File: src/rtl/mips32_pkg.sv
// Shared pipeline definitions: word width, opcode/type constants, reset PC
// and the prefetch FSM state encoding.
package mips32_pkg;

    localparam int WORD_W = 32;
    localparam logic [WORD_W-1:0] RESET_PC_DEF = 32'h0000_0000;

    // Primary opcode field values decoded further down the pipeline.
    localparam logic [5:0] OP_RTYPE = 6'h00;
    localparam logic [5:0] OP_J     = 6'h02;
    localparam logic [5:0] OP_BEQ   = 6'h04;
    localparam logic [5:0] OP_LW    = 6'h23;
    localparam logic [5:0] OP_SW    = 6'h2B;
    localparam logic [5:0] OP_HLT   = 6'h3F;

    typedef enum logic [2:0] {
        TYPE_RR     = 3'd0,
        TYPE_RM     = 3'd1,
        TYPE_LOAD   = 3'd2,
        TYPE_STORE  = 3'd3,
        TYPE_BRANCH = 3'd4,
        TYPE_HALT   = 3'd5
    } instr_type_e;

    typedef enum logic [1:0] {
        ST_IDLE   = 2'd0,
        ST_WAIT   = 2'd1,
        ST_DRAIN  = 2'd2,
        ST_HALTED = 2'd3
    } pf_state_e;

    function automatic logic [WORD_W-1:0] next_word(input logic [WORD_W-1:0] addr);
        return addr + 32'd1;
    endfunction

endpackage

File: src/rtl/mips32_prefetch_queue_if.sv
// Bundle of the instruction-memory bus, the IF-stage handshake and the
// branch/halt controls seen by the prefetch queue.
interface mips32_prefetch_queue_if
    import mips32_pkg::*;
#(
    parameter int DEPTH = 4
);
    localparam int CW = $clog2(DEPTH) + 1;

    logic              mem_req;
    logic [WORD_W-1:0] mem_addr;
    logic              mem_ack;
    logic [WORD_W-1:0] mem_rdata;
    logic              instr_valid;
    logic [WORD_W-1:0] instr;
    logic [WORD_W-1:0] instr_npc;
    logic              instr_ready;
    logic              redirect;
    logic [WORD_W-1:0] redirect_pc;
    logic              halt;
    logic [CW-1:0]     count;

    modport master (
        output mem_req, mem_addr, instr_valid, instr, instr_npc, count,
        input  mem_ack, mem_rdata, instr_ready, redirect, redirect_pc, halt
    );

    modport slave (
        input  mem_req, mem_addr, instr_valid, instr, instr_npc, count,
        output mem_ack, mem_rdata, instr_ready, redirect, redirect_pc, halt
    );

endinterface

File: src/rtl/mips32_sync_fifo.sv
// Synchronous FIFO with flush; the head entry is held in its own register so
// the consumer never sees a combinational path from push_data.
module mips32_sync_fifo #(
    parameter int DEPTH = 4,
    parameter int WIDTH = 64,
    localparam int AW = $clog2(DEPTH),
    localparam int CW = AW + 1
) (
    input  logic             clk1,
    input  logic             rst_n,
    input  logic             push,
    input  logic [WIDTH-1:0] push_data,
    input  logic             pop,
    input  logic             flush,
    output logic             head_valid,
    output logic [WIDTH-1:0] head_data,
    output logic [CW-1:0]    count
);
    localparam logic [CW-1:0] DEPTH_C = CW'(DEPTH);
    localparam logic [CW-1:0] ZERO_C  = {CW{1'b0}};
    localparam logic [CW-1:0] ONE_C   = {{(CW-1){1'b0}}, 1'b1};
    localparam logic [AW-1:0] STEP_C  = {{(AW-1){1'b0}}, 1'b1};

    logic [WIDTH-1:0] mem_r [DEPTH];
    logic [AW-1:0]    rd_ptr_r, wr_ptr_r;
    logic [CW-1:0]    count_r, count_nxt_s;
    logic [WIDTH-1:0] head_r, head_nxt_s;
    logic             valid_r;
    logic             push_ok_s, pop_ok_s;

    // Qualify requests and work out occupancy and head entry after this edge.
    always_comb begin
        push_ok_s  = push & (count_r != DEPTH_C);
        pop_ok_s   = pop & (count_r != ZERO_C);
        head_nxt_s = head_r;
        if (flush) begin
            count_nxt_s = ZERO_C;
        end else begin
            count_nxt_s = count_r + {{(CW-1){1'b0}}, push_ok_s} - {{(CW-1){1'b0}}, pop_ok_s};
        end
        if (flush) begin
            head_nxt_s = head_r;
        end else if (pop_ok_s && (count_r == ONE_C)) begin
            head_nxt_s = push_ok_s ? push_data : head_r;
        end else if (pop_ok_s) begin
            head_nxt_s = mem_r[rd_ptr_r + STEP_C];
        end else if (push_ok_s && (count_r == ZERO_C)) begin
            head_nxt_s = push_data;
        end else begin
            head_nxt_s = head_r;
        end
    end

    // Pointers, occupancy and registered head.
    always_ff @(posedge clk1 or negedge rst_n) begin
        if (!rst_n) begin
            rd_ptr_r <= {AW{1'b0}};
            wr_ptr_r <= {AW{1'b0}};
            count_r  <= ZERO_C;
            head_r   <= {WIDTH{1'b0}};
            valid_r  <= 1'b0;
        end else begin
            count_r <= count_nxt_s;
            head_r  <= head_nxt_s;
            valid_r <= (count_nxt_s != ZERO_C);
            if (flush) begin
                rd_ptr_r <= {AW{1'b0}};
                wr_ptr_r <= {AW{1'b0}};
            end else begin
                if (push_ok_s) wr_ptr_r <= wr_ptr_r + STEP_C;
                if (pop_ok_s)  rd_ptr_r <= rd_ptr_r + STEP_C;
            end
        end
    end

    // Entry storage; contents are only read once written.
    always_ff @(posedge clk1) begin
        if (push_ok_s && !flush) mem_r[wr_ptr_r] <= push_data;
    end

    assign head_valid = valid_r;
    assign head_data  = head_r;
    assign count      = count_r;

endmodule

File: src/rtl/mips32_prefetch_queue.sv
// Instruction prefetch queue: one outstanding word fetch at a time into a
// small FIFO feeding IF, with branch redirect flush and sticky halt.
module mips32_prefetch_queue
    import mips32_pkg::*;
#(
    parameter int                DEPTH    = 4,
    parameter logic [WORD_W-1:0] RESET_PC = RESET_PC_DEF
) (
    input  logic                    clk1,
    input  logic                    rst_n,
    mips32_prefetch_queue_if.master bus
);
    localparam int CW = $clog2(DEPTH) + 1;
    localparam logic [CW-1:0] DEPTH_C = CW'(DEPTH);

    pf_state_e         state_r, state_nxt_s;
    logic [WORD_W-1:0] fetch_pc_r, fetch_pc_nxt_s;
    logic [WORD_W-1:0] mem_addr_r, mem_addr_nxt_s;
    logic              mem_req_r, mem_req_nxt_s;
    logic              halted_r, halt_eff_s;
    logic              issue_s, push_s, pop_s;
    logic [CW-1:0]     count_s;
    logic              head_valid_s;
    logic [63:0]       head_data_s;

    assign halt_eff_s = bus.halt | halted_r;

    // State register.
    always_ff @(posedge clk1 or negedge rst_n) begin
        if (!rst_n) begin
            state_r <= ST_IDLE;
        end else begin
            state_r <= state_nxt_s;
        end
    end

    // Next-state decode; a halt seen at any point lands in HALTED once no fetch is pending.
    always_comb begin
        state_nxt_s = state_r;
        case (state_r)
            ST_IDLE: begin
                if (halt_eff_s)              state_nxt_s = ST_HALTED;
                else if (bus.redirect)       state_nxt_s = ST_IDLE;
                else if (count_s != DEPTH_C) state_nxt_s = ST_WAIT;
                else                         state_nxt_s = ST_IDLE;
            end
            ST_WAIT: begin
                if (bus.mem_ack)       state_nxt_s = halt_eff_s ? ST_HALTED : ST_IDLE;
                else if (bus.redirect) state_nxt_s = ST_DRAIN;
                else                   state_nxt_s = ST_WAIT;
            end
            ST_DRAIN: begin
                if (bus.mem_ack) state_nxt_s = halt_eff_s ? ST_HALTED : ST_IDLE;
                else             state_nxt_s = ST_DRAIN;
            end
            ST_HALTED: state_nxt_s = ST_HALTED;
            default:   state_nxt_s = ST_IDLE;
        endcase
    end

    // Output/datapath decode: issue, push, PC and bus register next values.
    always_comb begin
        issue_s = (state_r == ST_IDLE) && (state_nxt_s == ST_WAIT);
        push_s  = (state_r == ST_WAIT) && bus.mem_ack && !bus.redirect;
        pop_s   = head_valid_s & bus.instr_ready;
        if (issue_s) begin
            mem_req_nxt_s = 1'b1;
        end else if (((state_r == ST_WAIT) || (state_r == ST_DRAIN)) && bus.mem_ack) begin
            mem_req_nxt_s = 1'b0;
        end else begin
            mem_req_nxt_s = mem_req_r;
        end
        if (issue_s) begin
            mem_addr_nxt_s = fetch_pc_r;
        end else begin
            mem_addr_nxt_s = mem_addr_r;
        end
        if (bus.redirect) begin
            fetch_pc_nxt_s = bus.redirect_pc;
        end else if (push_s) begin
            fetch_pc_nxt_s = next_word(fetch_pc_r);
        end else begin
            fetch_pc_nxt_s = fetch_pc_r;
        end
    end

    // Fetch PC, memory bus registers and sticky halt flag.
    always_ff @(posedge clk1 or negedge rst_n) begin
        if (!rst_n) begin
            fetch_pc_r <= RESET_PC;
            mem_req_r  <= 1'b0;
            mem_addr_r <= 32'h0000_0000;
            halted_r   <= 1'b0;
        end else begin
            fetch_pc_r <= fetch_pc_nxt_s;
            mem_req_r  <= mem_req_nxt_s;
            mem_addr_r <= mem_addr_nxt_s;
            halted_r   <= halted_r | bus.halt;
        end
    end

    mips32_sync_fifo #(
        .DEPTH (DEPTH),
        .WIDTH (64)
    ) u_fifo (
        .clk1       (clk1),
        .rst_n      (rst_n),
        .push       (push_s),
        .push_data  ({bus.mem_rdata, next_word(fetch_pc_r)}),
        .pop        (pop_s),
        .flush      (bus.redirect),
        .head_valid (head_valid_s),
        .head_data  (head_data_s),
        .count      (count_s)
    );

    assign bus.mem_req     = mem_req_r;
    assign bus.mem_addr    = mem_addr_r;
    assign bus.instr_valid = head_valid_s;
    assign bus.instr       = head_data_s[63:32];
    assign bus.instr_npc   = head_data_s[31:0];
    assign bus.count       = count_s;

endmodule

File: src/flat_wrapper.sv
// flat-port wrapper written by rule: the top's interface ports become plain ports
module mips32_prefetch_queue_flat import mips32_pkg::*;
#(
    parameter int                DEPTH    = 4,
    parameter logic [WORD_W-1:0] RESET_PC = RESET_PC_DEF
)
  (clk1, rst_n, bus_mem_req, bus_mem_addr, bus_instr_valid, bus_instr, bus_instr_npc, bus_count, bus_mem_ack, bus_mem_rdata, bus_instr_ready, bus_redirect, bus_redirect_pc, bus_halt);
  mips32_prefetch_queue_if #(.DEPTH(DEPTH)) bus_i ();
  input  logic clk1;
  input  logic rst_n;
  output wire logic [$bits(bus_i.mem_req)-1:0] bus_mem_req;
  output wire logic [$bits(bus_i.mem_addr)-1:0] bus_mem_addr;
  output wire logic [$bits(bus_i.instr_valid)-1:0] bus_instr_valid;
  output wire logic [$bits(bus_i.instr)-1:0] bus_instr;
  output wire logic [$bits(bus_i.instr_npc)-1:0] bus_instr_npc;
  output wire logic [$bits(bus_i.count)-1:0] bus_count;
  input wire logic [$bits(bus_i.mem_ack)-1:0] bus_mem_ack;
  input wire logic [$bits(bus_i.mem_rdata)-1:0] bus_mem_rdata;
  input wire logic [$bits(bus_i.instr_ready)-1:0] bus_instr_ready;
  input wire logic [$bits(bus_i.redirect)-1:0] bus_redirect;
  input wire logic [$bits(bus_i.redirect_pc)-1:0] bus_redirect_pc;
  input wire logic [$bits(bus_i.halt)-1:0] bus_halt;
  assign bus_mem_req = bus_i.mem_req;
  assign bus_mem_addr = bus_i.mem_addr;
  assign bus_instr_valid = bus_i.instr_valid;
  assign bus_instr = bus_i.instr;
  assign bus_instr_npc = bus_i.instr_npc;
  assign bus_count = bus_i.count;
  assign bus_i.mem_ack = bus_mem_ack;
  assign bus_i.mem_rdata = bus_mem_rdata;
  assign bus_i.instr_ready = bus_instr_ready;
  assign bus_i.redirect = bus_redirect;
  assign bus_i.redirect_pc = bus_redirect_pc;
  assign bus_i.halt = bus_halt;
  mips32_prefetch_queue #(.DEPTH(DEPTH), .RESET_PC(RESET_PC)) u_core (.clk1(clk1), .rst_n(rst_n), .bus(bus_i));
endmodule
File: config.mk
export PLATFORM = sky130hd
export DESIGN_NAME = mips32_prefetch_queue_flat
export DESIGN_NICKNAME = d
export VERILOG_FILES = /design/src/rtl/mips32_pkg.sv /design/src/rtl/mips32_prefetch_queue_if.sv /design/src/rtl/mips32_sync_fifo.sv /design/src/rtl/mips32_prefetch_queue.sv /design/src/flat_wrapper.sv
export SDC_FILE = /design/constraint.sdc
export NUM_CORES = 1
export LEC_CHECK = 0
export CORE_AREA = 2 2 127 222
export DETAILED_ROUTE_END_ITERATION = 6
export DIE_AREA = 0 0 129 224
export PLACE_DENSITY_LB_ADDON = 0.05
export SLEW_MARGIN = 15
export SYNTH_ARGS = -nofsm -noshare
export SYNTH_HDL_FRONTEND = slang
export SYNTH_SLANG_ARGS = --single-unit
File: constraint.sdc
create_clock -name clk1 -period 6.28 [get_ports clk1]
set_input_delay 1.57 -clock clk1 [delete_from_list [all_inputs] [get_ports clk1]]
set_output_delay 1.57 -clock clk1 [all_outputs]
set_load 0.03 [all_outputs]
Word level (Yosys, flattened, before mapping)
Memory sizes are Yosys's and may differ from the RTL's.
Index checks and enable logic that the tools add are counted.
- bits in registers: 140
- RAM bits: 256
- bits of input ports: 70
- output and inout port bits: 101
- logic and storage cells: 70
- memories kept: 1
- memory list (name ; words ; bits a word ; rd ports ; clocked after Yosys merged registers in ; write ports ; line ; RTL):
    u_core.u_fifo.mem_r ; 4 ; 64 ; 1 ; 0 ; 1 ; mips32_sync_fifo.sv:24 ; logic [WIDTH-1:0] mem_r [DEPTH];
- $add $sub $neg: 5
- equality and inequality tests: 7
- multiplexer cells: 23
- bitwise gates (word level): 5
- reduce and logical (&&, ||, !) cells: 19
- operator list (cell ; number):
    64-bit two-way mux ; 4
    32-bit two-way mux ; 2
    32-bit by 1-bit adder with 32-bit output (second input constant) ; 1
    2-bit two-way mux ; 10
    3-bit nonzero test ; 3
    2-bit case mux with 4 select lines ; 1
    2-bit nonzero test ; 4
    1-bit logical AND ; 7
    1-bit two-way mux ; 5
    2-bit by 1-bit adder with 2-bit output (second input constant) ; 2
    2-bit by 1-bit equality test with 1-bit output (second input constant) ; 2
    2-bit equality test (second input constant) ; 2
    3-bit by 1-bit adder with 3-bit output ; 1
    1-bit AND ; 3
    3-bit by 1-bit equality test with 1-bit output (second input constant) ; 1
    3-bit logical NOT ; 1
    3-bit two-way mux ; 1
    3-bit != test (second input constant) ; 1
    3-bit AND reduction ; 1
    3-bit by 1-bit subtractor with 3-bit output ; 1
    2-bit logical NOT ; 1
    2-bit != test (second input constant) ; 1
    1-bit logical NOT ; 1
    1-bit logical OR ; 1
    other kinds (2) ; 2

Logic depth before layout (Yosys ltp)
- depth after elaboration: 8
- depth in mapped cells: 12
- gate-level depth less buffers: 11

By module
A second synthesis with hierarchy kept.
- cell total of the unflattened synthesis: 981
- area, all modules: 16703.5 um^2
- modules (own cells, without submodules) (module ; times used ; cells each ; area an instance (um^2) ; sequential area each (um^2)):
    mips32_sync_fifo ; 1 ; 591 ; 12864.8 ; 9489.1
    mips32_prefetch_queue ; 1 ; 390 ; 3838.7 ; 1701.6

Least setup slack after synthesis
Ideal clock, no wire load.
- path kind: input port to flip-flop
- start point: in bus_mem_ack
- end point: mem u_core.u_fifo.mem_r[0][0], enable pin
- library setup time: 0.429 ns
- arrival: 3.900 ns
- required time: 5.851 ns
- path slack: 1.951 ns
- stages on the path: 4
- path buffers: 1
- cells stage by stage: nand2_1 clkbuf_1 nor2_1 and2_1
- cells in the longest elaborated chain, start to end: 6
- RTL lines (item ; line ; RTL):
    start: declaration ; flat_wrapper.sv:17 ; input wire logic [$bits(bus_i.mem_ack)-1:0] bus_mem_ack;
    1-bit logical AND (2 in series) ; mips32_prefetch_queue.sv:64 ; push_s = (state_r == ST_WAIT) && bus.mem_ack && !bus.redirect;
    1-bit AND ; mips32_sync_fifo.sv:33 ; push_ok_s = push & (count_r != DEPTH_C);
    1-bit logical AND ; mips32_sync_fifo.sv:78 ; if (push_ok_s && !flush) mem_r[wr_ptr_r] <= push_data;
    1-bit two-way mux ; mips32_sync_fifo.sv:78 ;
    1-bit two-way mux (not written as such) ; mips32_sync_fifo.sv:78 ;
    end: declaration ; mips32_sync_fifo.sv:24 ;
No other way between the ends.

Worst setup path in the final report
- start point: in bus_mem_ack
- end point: reg u_core.u_fifo.valid_r, in the netlist u_core.u_fifo.head_valid
- cells in the longest elaborated chain, start to end: 7
- RTL lines (item ; line ; RTL):
    1-bit logical AND (2 in series) ; mips32_prefetch_queue.sv:64 ;
    1-bit AND ; mips32_sync_fifo.sv:33 ;
    3-bit by 1-bit adder with 3-bit output ; mips32_sync_fifo.sv:39 ; count_nxt_s = count_r + {{(CW-1){1'b0}}, push_ok_s} - {{(CW-1){1'b0}}, pop_ok_s};
    3-bit by 1-bit subtractor with 3-bit output ; mips32_sync_fifo.sv:39 ;
    3-bit two-way mux ; mips32_sync_fifo.sv:36 ; if (flush) begin
    net u_core.u_fifo.count_nxt_s[2] ; mips32_sync_fifo.sv:26 ; logic [CW-1:0] count_r, count_nxt_s;
    3-bit nonzero test ; mips32_sync_fifo.sv:65 ; valid_r <= (count_nxt_s != ZERO_C);
    end signal: assignment ; mips32_sync_fifo.sv:65 ;
    end: declaration ; mips32_sync_fifo.sv:28 ; logic valid_r;
The timed path passes the listed nets, and every way through them passes these cells.
A chain may end at the register's enable or synchronous reset.

==> impl_metrics.yaml <==
yosys:
  syn-cell-area_um2: 16400
  synth.distinct_cells: 56
  ys_async_sr_fraction_pct: 35.4
  yosysWarnings: 0
  synth_edf_count: 256
  synthesis.nets: 1172
  synthCells: 1091
  ys_ff_latch: 396
  synth_flop_cell: "edfxtp_1"
  ys_seq_area_share_pct: 68.3
  syn_area_per_cell_um2: 15.0
die:
  io_pins: 171
  start_util_pct: 60.4
  die_x_um: 129
  core_area_um2: 27100
  rows: 80
  die_h_um: 224
  die-area_um2: 28900
global_route:
  gr-total-overflow: 0
  grt_max_degree: 94
  track_usage_pct: 24.0
  grt_pass1_wl_um: 53000
  grt_pass1_vias: 9730
  antenna_found_initial: 0
worst_setup_path:
  cp-end-kind: "register"
  crit_required_ns: 6.68
  cp_slowest_stage_delay_ns: 0.57
  arrival_ns: 4.26
  r2r_start: "u_core.fetch_pc_r[4]"
  start_kind: "primary input"
  path_class: "in -> reg"
  cp_cell_sequence: "clkdlybuf4s50_1 > nand2_1 > buf_4 > nor2_1 > xnor2_1 > ha_1 > inv_1 > fa_1 > xnor2_1 > nor2_1 > or3_1"
  crit_fanout: 16
  crit_start: "bus_mem_ack"
  rrSetupSlack_ns: 3.33
  crit_slowest_cell: "clkdlybuf4s50_1"
  cp.buffers_inverters: 3
  crit_family: "simple AND/OR/NAND/NOR gates"
power_and_ir_drop:
  total_leakage_power_nw: 7.00
  switchingPower_mw: 1.97
  ir_drop_uv: 225
  seq_power_share_pct: 47.7
  p_int_mw: 4.92
  clkPwrFrac_pct: 30.3
  sw_frac_of_total_pct: 28.6
  combPwrFrac_pct: 22.0
  p_per_area_nw_per_um2: 354
detailed_routing:
  drc: 0
  wl_per_cell_um: 20.6
  routed-wl-met3_um: 1660
  wl_met2_um: 18100
  dr.max_layer_used: "met4"
  m1WireLength_um: 13300
  vias: 9456
  first_pass_iters: 5
  via_per_inst: 5.79
  drt-total-wl_um: 33600
  postRouteAntennaNets: 0
  dr.first_iter.drc_count: 593
clocking:
  cts_resized: 0
  clk_latency_ns: 0.52
  cts_sinks: 396
  cts_tree: "yes"
  cts_buffers: 35
  cts-root-buf: "clkbuf_16"
  clk_pin_slew_ns: 0.07
  postCtsSetupRepairBufs: 0
  postCtsHoldBufs: 0
  htree_num_levels: 2
  cts_buffer_depth: 3
job:
  max_cap_viol_count: 0
timing:
  rsz0062_at_grt: "no"
  maxSlewHeadroom_pct: 24.0
  fin_setup_tns_ns: 0
  period_share_pct: 61.6
  slew_violations: 0
  finClkSkew_ns: 0.0168
  fmaxAchievable_mhz: 259
  finalWorstPathRequiredPeriod_ns: 3.87
  setup_slack_ns: 2.41
  worst_slew_pin_slew_ns: 1.13
  hold_viol: 0
  finalSetupViolations: 0
hold_path:
  hold_path_class: "reg -> reg"
  hold_start: "u_core.bus.mem_req"
finish:
  nNetsFinal: 1320
  register_area_um2: 11200
  multi_input_area_um2: 4890
  n_fill_cell: 1822
  drive_gt1_share_pct: 15.0
  syn_to_final_growth_pct: 18.8
  antenna_cells: 0
  final_common_cell: "edfxtp_1"
  layout.cells.most_common_list: "edfxtp_1, clkdlybuf4s50_1, nand2_1"
placed_design:
  routabilityCongestion: 0.807
  dp_slack_ns: 1.88
  place_hpwl_um: 20100
  port_buffers: 170
outcome:
  outcome: "complete, no violations"
## path summary, 6_finish.rpt
path / cells past startpoint / endpoint
min in group asynchronous: 1 / u_core.u_fifo.head_data[21]
setup reg to reg: 4 / u_core.u_fifo.mem_r[1][29]
hold reg to reg: 1 / u_core.bus.mem_req
max in group asynchronous: 2 / u_core.u_fifo.rd_ptr_r[1]
hold / removal: 1 / u_core.bus.mem_req
setup / recovery: 11 / u_core.u_fifo.head_valid
## metal layers
layer	vias up	global-route usage, %
li1	4332	-
met1	4804	31.2
met2	277	42.3
met3	43	3.51
met4	0	6.49
met5	-	0
## cell usage after synthesis (all sizes together), types with 31 or more instances
cell / number / area, um^2
a31oi: 40 / 250
buf: 35 / 186
clkbuf: 35 / 133
dfrtp: 140 / 3500
edfxtp: 256 / 7690
mux2: 34 / 383
mux4: 64 / 1440
nand2: 145 / 544
nor2: 81 / 322
o21ai: 35 / 179
xnor2: 34 / 305
xor2: 31 / 287
## registers in the layout, indices dropped and copies added (netlist names)
register and cells:
u_core.fetch_pc_r 32, u_core.halted_r 1, u_core.bus.mem_req 1, u_core.u_fifo.head_data 64, u_core.u_fifo.count 3, u_core.u_fifo.mem_r 256
u_core.u_fifo.head_valid 1, u_core.bus.mem_addr 32, u_core.u_fifo.rd_ptr_r 2, u_core.u_fifo.wr_ptr_r 2, u_core.state_r 2
## final cells by class
cell class / count / share of cell area [%]
clock buffers: 51 / 5.18
clock inverters: 12 / 0.533
flip-flops and latches: 396 / 57.5
repair buffers: 181 / 9.14
inverters: 10 / 0.193
multi-input cells: 615 / 25.1
well taps: 369 / 2.37
## through the flow
stage	total power [mW]	utilization [%]	area (um^2)	cells	hold WS [ns]
floorplan	4.18	-	16400	1091	0.445
global placement	4.83	67.7	18400	1571	0.472
detailed placement	4.87	67.7	18400	1571	0.470
CTS	6.95	71.8	19500	1634	0.490
global route	7.16	71.8	19500	1634	0.520
finish	6.89	71.8	19500	1634	0.482
## power by group through the flow
| stage | registers, mW | logic (mW) | clock network (mW) |
|---|---|---|---|
| 2_1_floorplan | 3.71 | 0.475 | 0 |
| 4_1_cts | 3.29 | 1.53 | 2.13 |
| 3_3_place_gp | 3.33 | 1.50 | 0 |
| 3_5_place_dp | 3.34 | 1.52 | 0 |
| 6_report | 3.29 | 1.52 | 2.09 |
| 5_1_grt | 3.32 | 1.63 | 2.21 |
## cell families (layout without fill, tap and decap cells)
family,after synthesis,count (layout),share of synthesized area [%]
AOI/OAI and AO/OA,129,129,4.97
xor gates and xnor gates,65,65,3.61
adders and majority gates,11,11,0.886
buffers and inverters,80,254,2.18
DFF,396,396,68.3
muxes,99,99,11.2
and+or+nand+nor,311,311,8.89
Power figures use the tool's default switching activity.
